File: config.mk
export PLATFORM = sky130hd
export DESIGN_NAME = vector_seq
export DESIGN_NICKNAME = d
export VERILOG_FILES = /design/src/rtl/vector_seq_pkg.sv /design/src/rtl/vector_seq_decode.sv /design/src/rtl/vector_seq.sv
export SDC_FILE = /design/constraint.sdc
export NUM_CORES = 1
export LEC_CHECK = 0
export CORE_UTILIZATION = 45
export CTS_CLUSTER_DIAMETER = 30
export DETAILED_ROUTE_END_ITERATION = 12
export GPL_TIMING_DRIVEN = 0
export HOLD_SLACK_MARGIN = 0.06
export PLACE_DENSITY_LB_ADDON = 0.3
export SLEW_MARGIN = 10
export SYNTH_ARGS = -nofsm -noshare
export SYNTH_HDL_FRONTEND = slang
export SYNTH_SLANG_ARGS = --single-unit
File: constraint.sdc
create_clock -name clock -period 3.6 [get_ports clock]
set_input_delay 1.08 -clock clock [delete_from_list [all_inputs] [get_ports clock]]
set_output_delay 1.08 -clock clock [all_outputs]
set_load 0.01 [all_outputs]
File: src/rtl/vector_seq_pkg.sv
// Shared definitions for the vector-extension sequencer: op codes, FSM states,
// memory write-data mux codes and the decoded control vector.
package vector_seq_pkg;

    typedef enum logic [1:0] {
        VOP_VLOAD  = 2'b00,
        VOP_VSTORE = 2'b01,
        VOP_VADD   = 2'b10,
        VOP_NOP    = 2'b11
    } vop_e;

    typedef enum logic [4:0] {
        S_IDLE,
        S_LDPTR_L, S_RD0, S_RD1, S_RD2, S_RD3, S_RDL, S_WB_L,
        S_LDPTR_S, S_WR0, S_WR1, S_WR2, S_WR3,
        S_VRD, S_ADD, S_WB_A,
        S_NOPD
    } state_e;

    localparam logic [2:0] MI_X1B0 = 3'b000;
    localparam logic [2:0] MI_X1B1 = 3'b001;
    localparam logic [2:0] MI_X1B2 = 3'b010;
    localparam logic [2:0] MI_X1B3 = 3'b011;
    localparam logic [2:0] MI_R1   = 3'b100;

    typedef struct packed {
        logic       busy;
        logic       done;
        logic       r2_sel;
        logic       r2_ld;
        logic       addr_sel;
        logic       mem_read;
        logic       mem_write;
        logic [2:0] mem_in;
        logic       x1_load;
        logic       x2_load;
        logic       vout_sel;
        logic       t0_ld;
        logic       t1_ld;
        logic       t2_ld;
        logic       t3_ld;
        logic       vrf_write;
    } ctrl_t;

    function automatic state_e entry_state(input vop_e op);
        case (op)
            VOP_VLOAD:  entry_state = S_LDPTR_L;
            VOP_VSTORE: entry_state = S_LDPTR_S;
            VOP_VADD:   entry_state = S_VRD;
            default:    entry_state = S_NOPD;
        endcase
    endfunction

endpackage

File: src/rtl/vector_seq_decode.sv
// Pure state -> control-vector decode for the vector sequencer (Moore outputs).
module vector_seq_decode
    import vector_seq_pkg::*;
(
    input  state_e state,
    output ctrl_t  ctrl
);

    always_comb begin
        ctrl        = '0;
        ctrl.mem_in = MI_R1;
        ctrl.busy   = (state != S_IDLE);
        case (state)
            S_LDPTR_L: ctrl.r2_ld = 1'b1;
            S_RD0: begin
                ctrl.mem_read = 1'b1;
                ctrl.r2_ld    = 1'b1;
                ctrl.r2_sel   = 1'b1;
            end
            // q of the previous read lands here; element 0 goes to T3
            S_RD1: begin
                ctrl.mem_read = 1'b1;
                ctrl.r2_ld    = 1'b1;
                ctrl.r2_sel   = 1'b1;
                ctrl.vout_sel = 1'b1;
                ctrl.t3_ld    = 1'b1;
            end
            S_RD2: begin
                ctrl.mem_read = 1'b1;
                ctrl.r2_ld    = 1'b1;
                ctrl.r2_sel   = 1'b1;
                ctrl.vout_sel = 1'b1;
                ctrl.t2_ld    = 1'b1;
            end
            S_RD3: begin
                ctrl.mem_read = 1'b1;
                ctrl.vout_sel = 1'b1;
                ctrl.t1_ld    = 1'b1;
            end
            S_RDL: begin
                ctrl.vout_sel = 1'b1;
                ctrl.t0_ld    = 1'b1;
            end
            S_WB_L, S_WB_A: begin
                ctrl.vrf_write = 1'b1;
                ctrl.done      = 1'b1;
            end
            S_LDPTR_S: begin
                ctrl.r2_ld   = 1'b1;
                ctrl.x1_load = 1'b1;
            end
            S_WR0, S_WR1, S_WR2: begin
                ctrl.mem_write = 1'b1;
                ctrl.r2_ld     = 1'b1;
                ctrl.r2_sel    = 1'b1;
                ctrl.mem_in    = (state == S_WR0) ? MI_X1B0 :
                                 (state == S_WR1) ? MI_X1B1 : MI_X1B2;
            end
            S_WR3: begin
                ctrl.mem_write = 1'b1;
                ctrl.mem_in    = MI_X1B3;
                ctrl.done      = 1'b1;
            end
            S_VRD: begin
                ctrl.x1_load = 1'b1;
                ctrl.x2_load = 1'b1;
            end
            S_ADD: begin
                ctrl.t0_ld = 1'b1;
                ctrl.t1_ld = 1'b1;
                ctrl.t2_ld = 1'b1;
                ctrl.t3_ld = 1'b1;
            end
            S_NOPD: ctrl.done = 1'b1;
            default: ;
        endcase
    end

endmodule

File: src/rtl/vector_seq.sv
// Vector-extension sequencer: state register and next-state logic; all
// datapath/memory controls are decoded from the registered state.
module vector_seq
    import vector_seq_pkg::*;
#(
    parameter int DATA_W = 8,
    parameter int N_ELEM = 4
) (
    input  logic       clock,
    input  logic       reset,
    input  logic       start,
    input  logic [1:0] op,
    output logic       busy,
    output logic       done,
    output logic       R2Sel,
    output logic       R2Ld,
    output logic       AddrSel,
    output logic       MemRead,
    output logic       MemWrite,
    output logic [2:0] MemIn,
    output logic       X1Load,
    output logic       X2Load,
    output logic       VoutSel,
    output logic       T0Ld,
    output logic       T1Ld,
    output logic       T2Ld,
    output logic       T3Ld,
    output logic       VRFWrite
);

    // The element sequence is hard-wired for four bytes into a 32-bit VRF word.
    if (N_ELEM != 4 || DATA_W * N_ELEM != 32) begin : g_bad_cfg
        $error("vector_seq supports only DATA_W=8, N_ELEM=4");
    end

    state_e state;
    state_e next_state;
    ctrl_t  ctrl;

    always_ff @(posedge clock) begin
        if (!reset) state <= S_IDLE;
        else        state <= next_state;
    end

    always_comb begin
        next_state = state;
        case (state)
            S_IDLE:    if (start) next_state = entry_state(vop_e'(op));
            S_LDPTR_L: next_state = S_RD0;
            S_RD0:     next_state = S_RD1;
            S_RD1:     next_state = S_RD2;
            S_RD2:     next_state = S_RD3;
            S_RD3:     next_state = S_RDL;
            S_RDL:     next_state = S_WB_L;
            S_LDPTR_S: next_state = S_WR0;
            S_WR0:     next_state = S_WR1;
            S_WR1:     next_state = S_WR2;
            S_WR2:     next_state = S_WR3;
            S_VRD:     next_state = S_ADD;
            S_ADD:     next_state = S_WB_A;
            default:   next_state = S_IDLE;
        endcase
    end

    vector_seq_decode u_decode (
        .state (state),
        .ctrl  (ctrl)
    );

    assign busy     = ctrl.busy;
    assign done     = ctrl.done;
    assign R2Sel    = ctrl.r2_sel;
    assign R2Ld     = ctrl.r2_ld;
    assign AddrSel  = ctrl.addr_sel;
    assign MemRead  = ctrl.mem_read;
    assign MemWrite = ctrl.mem_write;
    assign MemIn    = ctrl.mem_in;
    assign X1Load   = ctrl.x1_load;
    assign X2Load   = ctrl.x2_load;
    assign VoutSel  = ctrl.vout_sel;
    assign T0Ld     = ctrl.t0_ld;
    assign T1Ld     = ctrl.t1_ld;
    assign T2Ld     = ctrl.t2_ld;
    assign T3Ld     = ctrl.t3_ld;
    assign VRFWrite = ctrl.vrf_write;

endmodule

==> impl_metrics.prom <==
# TYPE chip_impl_metric gauge
chip_impl_metric{name="synth.distinct_cells",unit=""} 33
chip_impl_metric{name="grt_pass1_vias",unit=""} 552
chip_impl_metric{name="synth.area.mux_share",unit="%"} 3.40
chip_impl_metric{name="period_share",unit="%"} 91.3
chip_impl_info{name="layout.cells.most_common_list",value="sky130_fd_sc_hd__clkdlybuf4s50_1 (21), sky130_fd_sc_hd__nand2_1 (8), sky130_fd_sc_hd__nor3_1 (7)"} 1
chip_impl_info{name="worstPathCellList",value="clkbuf_1, clkbuf_1, nand2_1, a211oi_1, clkdlybuf4s50_1"} 1
chip_impl_metric{name="synth_nets",unit=""} 94
chip_impl_metric{name="final_design_area_no_fill",unit="um2"} 842
chip_impl_metric{name="synth_edf_count",unit=""} 0
chip_impl_metric{name="max_cap_viol_count",unit=""} 0
chip_impl_metric{name="pwr_density_cell",unit="nW/um2"} 750
chip_impl_metric{name="synthesis.yosys.warnings",unit=""} 0
chip_impl_info{name="crit_type",value="reg2out"} 1
chip_impl_metric{name="port-buffer-count",unit=""} 21
chip_impl_metric{name="period_needed",unit="ns"} 3.29
chip_impl_metric{name="synth_fa_ha_area_share",unit="%"} 6.38
chip_impl_metric{name="post_synth_and_or_nand_nor_area_fraction",unit="%"} 38.3
chip_impl_metric{name="synth_compound_gate_area_share",unit="%"} 20.9
chip_impl_metric{name="cts_buffers",unit=""} 3
chip_impl_metric{name="critPathMaxFanout",unit=""} 10
chip_impl_metric{name="ports",unit=""} 23
chip_impl_metric{name="synth-xor-area-share",unit="%"} 4.47
chip_impl_metric{name="largest_reg_flops",unit=""} 5
chip_impl_metric{name="die_height",unit="um"} 38.2
chip_impl_metric{name="grt.total_usage",unit="%"} 23.7
chip_impl_metric{name="pin_count_of_the_biggest_net_entering_global_routing",unit=""} 11
chip_impl_info{name="status",value="finished clean"} 1
chip_impl_metric{name="hold_violations",unit=""} 0
chip_impl_metric{name="cp.required",unit="ns"} 2.52
chip_impl_metric{name="dp_worst_setup_slack",unit="ns"} 0.598
chip_impl_info{name="crit_slowest_cell",value="sky130_fd_sc_hd__clkdlybuf4s50_1"} 1
chip_impl_info{name="setup.worst_path.end_class",value="output port"} 1
chip_impl_metric{name="grt.overflow.total",unit=""} 0
chip_impl_metric{name="routed_wl",unit="um"} 1510
chip_impl_metric{name="synthesis.instances",unit=""} 86
chip_impl_metric{name="register_area",unit="um2"} 100
chip_impl_metric{name="finClkSkew",unit="ns"} 0.00109
chip_impl_info{name="root_buffer",value="sky130_fd_sc_hd__clkbuf_4"} 1
chip_impl_metric{name="achievable-frequency",unit="GHz"} 0.304
chip_impl_metric{name="final.hold.worst_slack",unit="ns"} 0.672
chip_impl_metric{name="placeableCoreArea",unit="um2"} 1160
chip_impl_metric{name="n_fill_cell",unit=""} 106
chip_impl_info{name="top_registers",value="state (5)"} 1
chip_impl_metric{name="power_leakage",unit="uW"} 0.000328
chip_impl_metric{name="slew_violations",unit=""} 0
chip_impl_metric{name="ffs_w_async_s_r_synth",unit="%"} 0
chip_impl_metric{name="drt_drc_violations_left",unit=""} 0
chip_impl_metric{name="clock_latency_of_the_later_clocked_register_in_the_worst_skew_pair",unit="ns"} 0.24
chip_impl_metric{name="worst_ep_arrival_time",unit="ns"} 2.21
chip_impl_metric{name="worst-path-buf-inv",unit=""} 3
chip_impl_metric{name="finish.net_count",unit=""} 120
chip_impl_metric{name="grt_pass1_wl",unit="um"} 2440
chip_impl_metric{name="final.setup.tns",unit="ns"} 0
chip_impl_metric{name="cts.sink_count",unit=""} 5
chip_impl_metric{name="setup_viol_count_final",unit=""} 0
chip_impl_metric{name="initial_utilization",unit="%"} 50.9
chip_impl_metric{name="cts_setup_buffers",unit=""} 0
chip_impl_metric{name="n_antenna_cell",unit=""} 0
chip_impl_metric{name="synthToLayoutAreaGrowth",unit="%"} 43.2
chip_impl_info{name="tritoncts",value="done"} 1
chip_impl_info{name="worst_setup_path_start_kind",value="flip-flop"} 1
chip_impl_metric{name="final_antenna_net_count",unit=""} 0
chip_impl_metric{name="synth-seq-cells",unit=""} 5
chip_impl_info{name="most_common_cell_after_layout_fill_and_taps_aside",value="sky130_fd_sc_hd__clkdlybuf4s50_1"} 1
chip_impl_info{name="grt_setup_unrepaired",value="false"} 1
chip_impl_metric{name="syn-mean-instance-area",unit="um2"} 6.84
chip_impl_metric{name="dp.final_hpwl",unit="um"} 1120
chip_impl_metric{name="antenna_found_initial",unit=""} 0
chip_impl_metric{name="synth.cell_area",unit="um2"} 588
chip_impl_metric{name="placedInstanceArea",unit="um2"} 816
chip_impl_metric{name="synth_sequential_area_ratio",unit="%"} 17.0
chip_impl_info{name="max_flop_register",value="state"} 1
chip_impl_metric{name="gp_routability_congestion",unit=""} 0.893
chip_impl_metric{name="multi_input_area",unit="um2"} 435
chip_impl_metric{name="drive_gt1_share",unit="%"} 7.21
chip_impl_metric{name="floorplan.die_area",unit="um2"} 1460
chip_impl_metric{name="cts_resized",unit=""} 0
chip_impl_metric{name="cts_hold_buffers",unit=""} 0
chip_impl_metric{name="peak_supply_drop",unit="mV"} 0.362
chip_impl_metric{name="clk_transition_reported_paths",unit="ns"} 0.04
chip_impl_metric{name="max-clock-path-buffers",unit=""} 2
chip_impl_metric{name="timing.final.ws_setup",unit="ns"} 0.312
chip_impl_metric{name="num_rows",unit=""} 12
chip_impl_metric{name="die_x",unit="um"} 38.2
chip_impl_metric{name="route.detailed.vias_per_inst",unit=""} 5.56
chip_impl_info{name="critPathTopFamily",value="buffers and inverters"} 1
chip_impl_metric{name="htreeDepth",unit=""} 1
chip_impl_metric{name="firstDrtPassIters",unit=""} 4
chip_impl_info{name="main_combinational_cell_family_by_area_after_synthesis",value="simple AND/OR/NAND/NOR gates"} 1
chip_impl_metric{name="initialDrtViolationCount",unit=""} 15
chip_impl_metric{name="cpPeakStageDelay",unit="ns"} 0.57
chip_impl_info{name="cp_common_cell",value="sky130_fd_sc_hd__clkbuf_1"} 1
chip_impl_metric{name="detail_route.wl_per_cell",unit="um"} 12.1
chip_impl_info{name="yosys_most_used_dff",value="sky130_fd_sc_hd__dfxtp_1"} 1
chip_impl_metric{name="vias",unit=""} 695
chip_impl_info{name="worst_hold_path_type",value="reg2reg"} 1
synthesized netlist by cell type (3+ instances only):
| library cell | count | area share (%) |
|---|---|---|
| sky130_fd_sc_hd__ha_1 | 3 | 6.4 |
| sky130_fd_sc_hd__clkbuf_1 | 5 | 3.2 |
| sky130_fd_sc_hd__a211oi_1 | 3 | 3.8 |
| sky130_fd_sc_hd__nor2_1 | 6 | 3.8 |
| sky130_fd_sc_hd__nand2b_1 | 4 | 4.3 |
| sky130_fd_sc_hd__inv_1 | 5 | 3.2 |
| sky130_fd_sc_hd__o21ai_0 | 4 | 3.4 |
| sky130_fd_sc_hd__a21oi_1 | 3 | 2.6 |
| sky130_fd_sc_hd__nor3_1 | 7 | 6.0 |
| sky130_fd_sc_hd__dfxtp_1 | 5 | 17 |
| sky130_fd_sc_hd__nor2b_1 | 5 | 5.3 |
| sky130_fd_sc_hd__nand2_1 | 8 | 5.1 |
report_power, final:
group	leakage, uW	switching, uW	total [uW]	internal [uW]
sequential	0.0000409	20.0	93.7	73.7
clock	0.0000150	22.8	64.7	41.9
combinational	0.000272	244	473	229
metrics by stage:
stage                     total power [uW]  utilization [%]  std cells
after floorplan                        390                -         86
after global placement                 557             70.6        121
after detailed placement               562             70.6        121
after CTS                              632             72.8        125
after global routing                   682             72.8        125
final                                  632             72.8        125
worst paths after layout:
kind	start	endpoint	slack, ns	cells past startpoint
max	state[2]	VoutSel	0.31	5
min	state[1]	state[4]	0.67	3
max reg2reg	state[3]	state[0]	1.93	3
min reg2reg	state[1]	state[4]	0.67	3
worst register-to-register path: cells and delay by family (launching register included):
| family | cells | cell delay (ns) |
|---|---|---|
| compound gates | 1 | 0.18 |
| flops | 1 | 0.36 |
| simple gates | 2 | 1.06 |
metal layers:
metal | track usage [%] | vias up | wire [um]
met5 | 0 | - | 0
met4 | 5.36 | 0 | 0
met3 | 6.98 | 0 | 94
met2 | 38.1 | 29 | 701
met1 | 30.6 | 320 | 716
li1 | - | 346 | -
cell type report:
| class | instances | area share [%] |
|---|---|---|
| multi-input combinational | 68 | 51.7 |
| timing repair buffer | 21 | 25.0 |
| sequential | 5 | 11.9 |
| buffer | 8 | 4.01 |
| clock buffer | 4 | 3.12 |
| inverter | 5 | 2.23 |
| tap | 14 | 2.08 |
cell families after synthesis:
family          after synthesis
simple gates                 42
compound gates               17
buf+inv                      13
flops                         5
fa+ha+maj                     3
xor+xnor                      3
mux                           2
other cells                   1
Note: power is estimated with default switching activity, not from simulation.
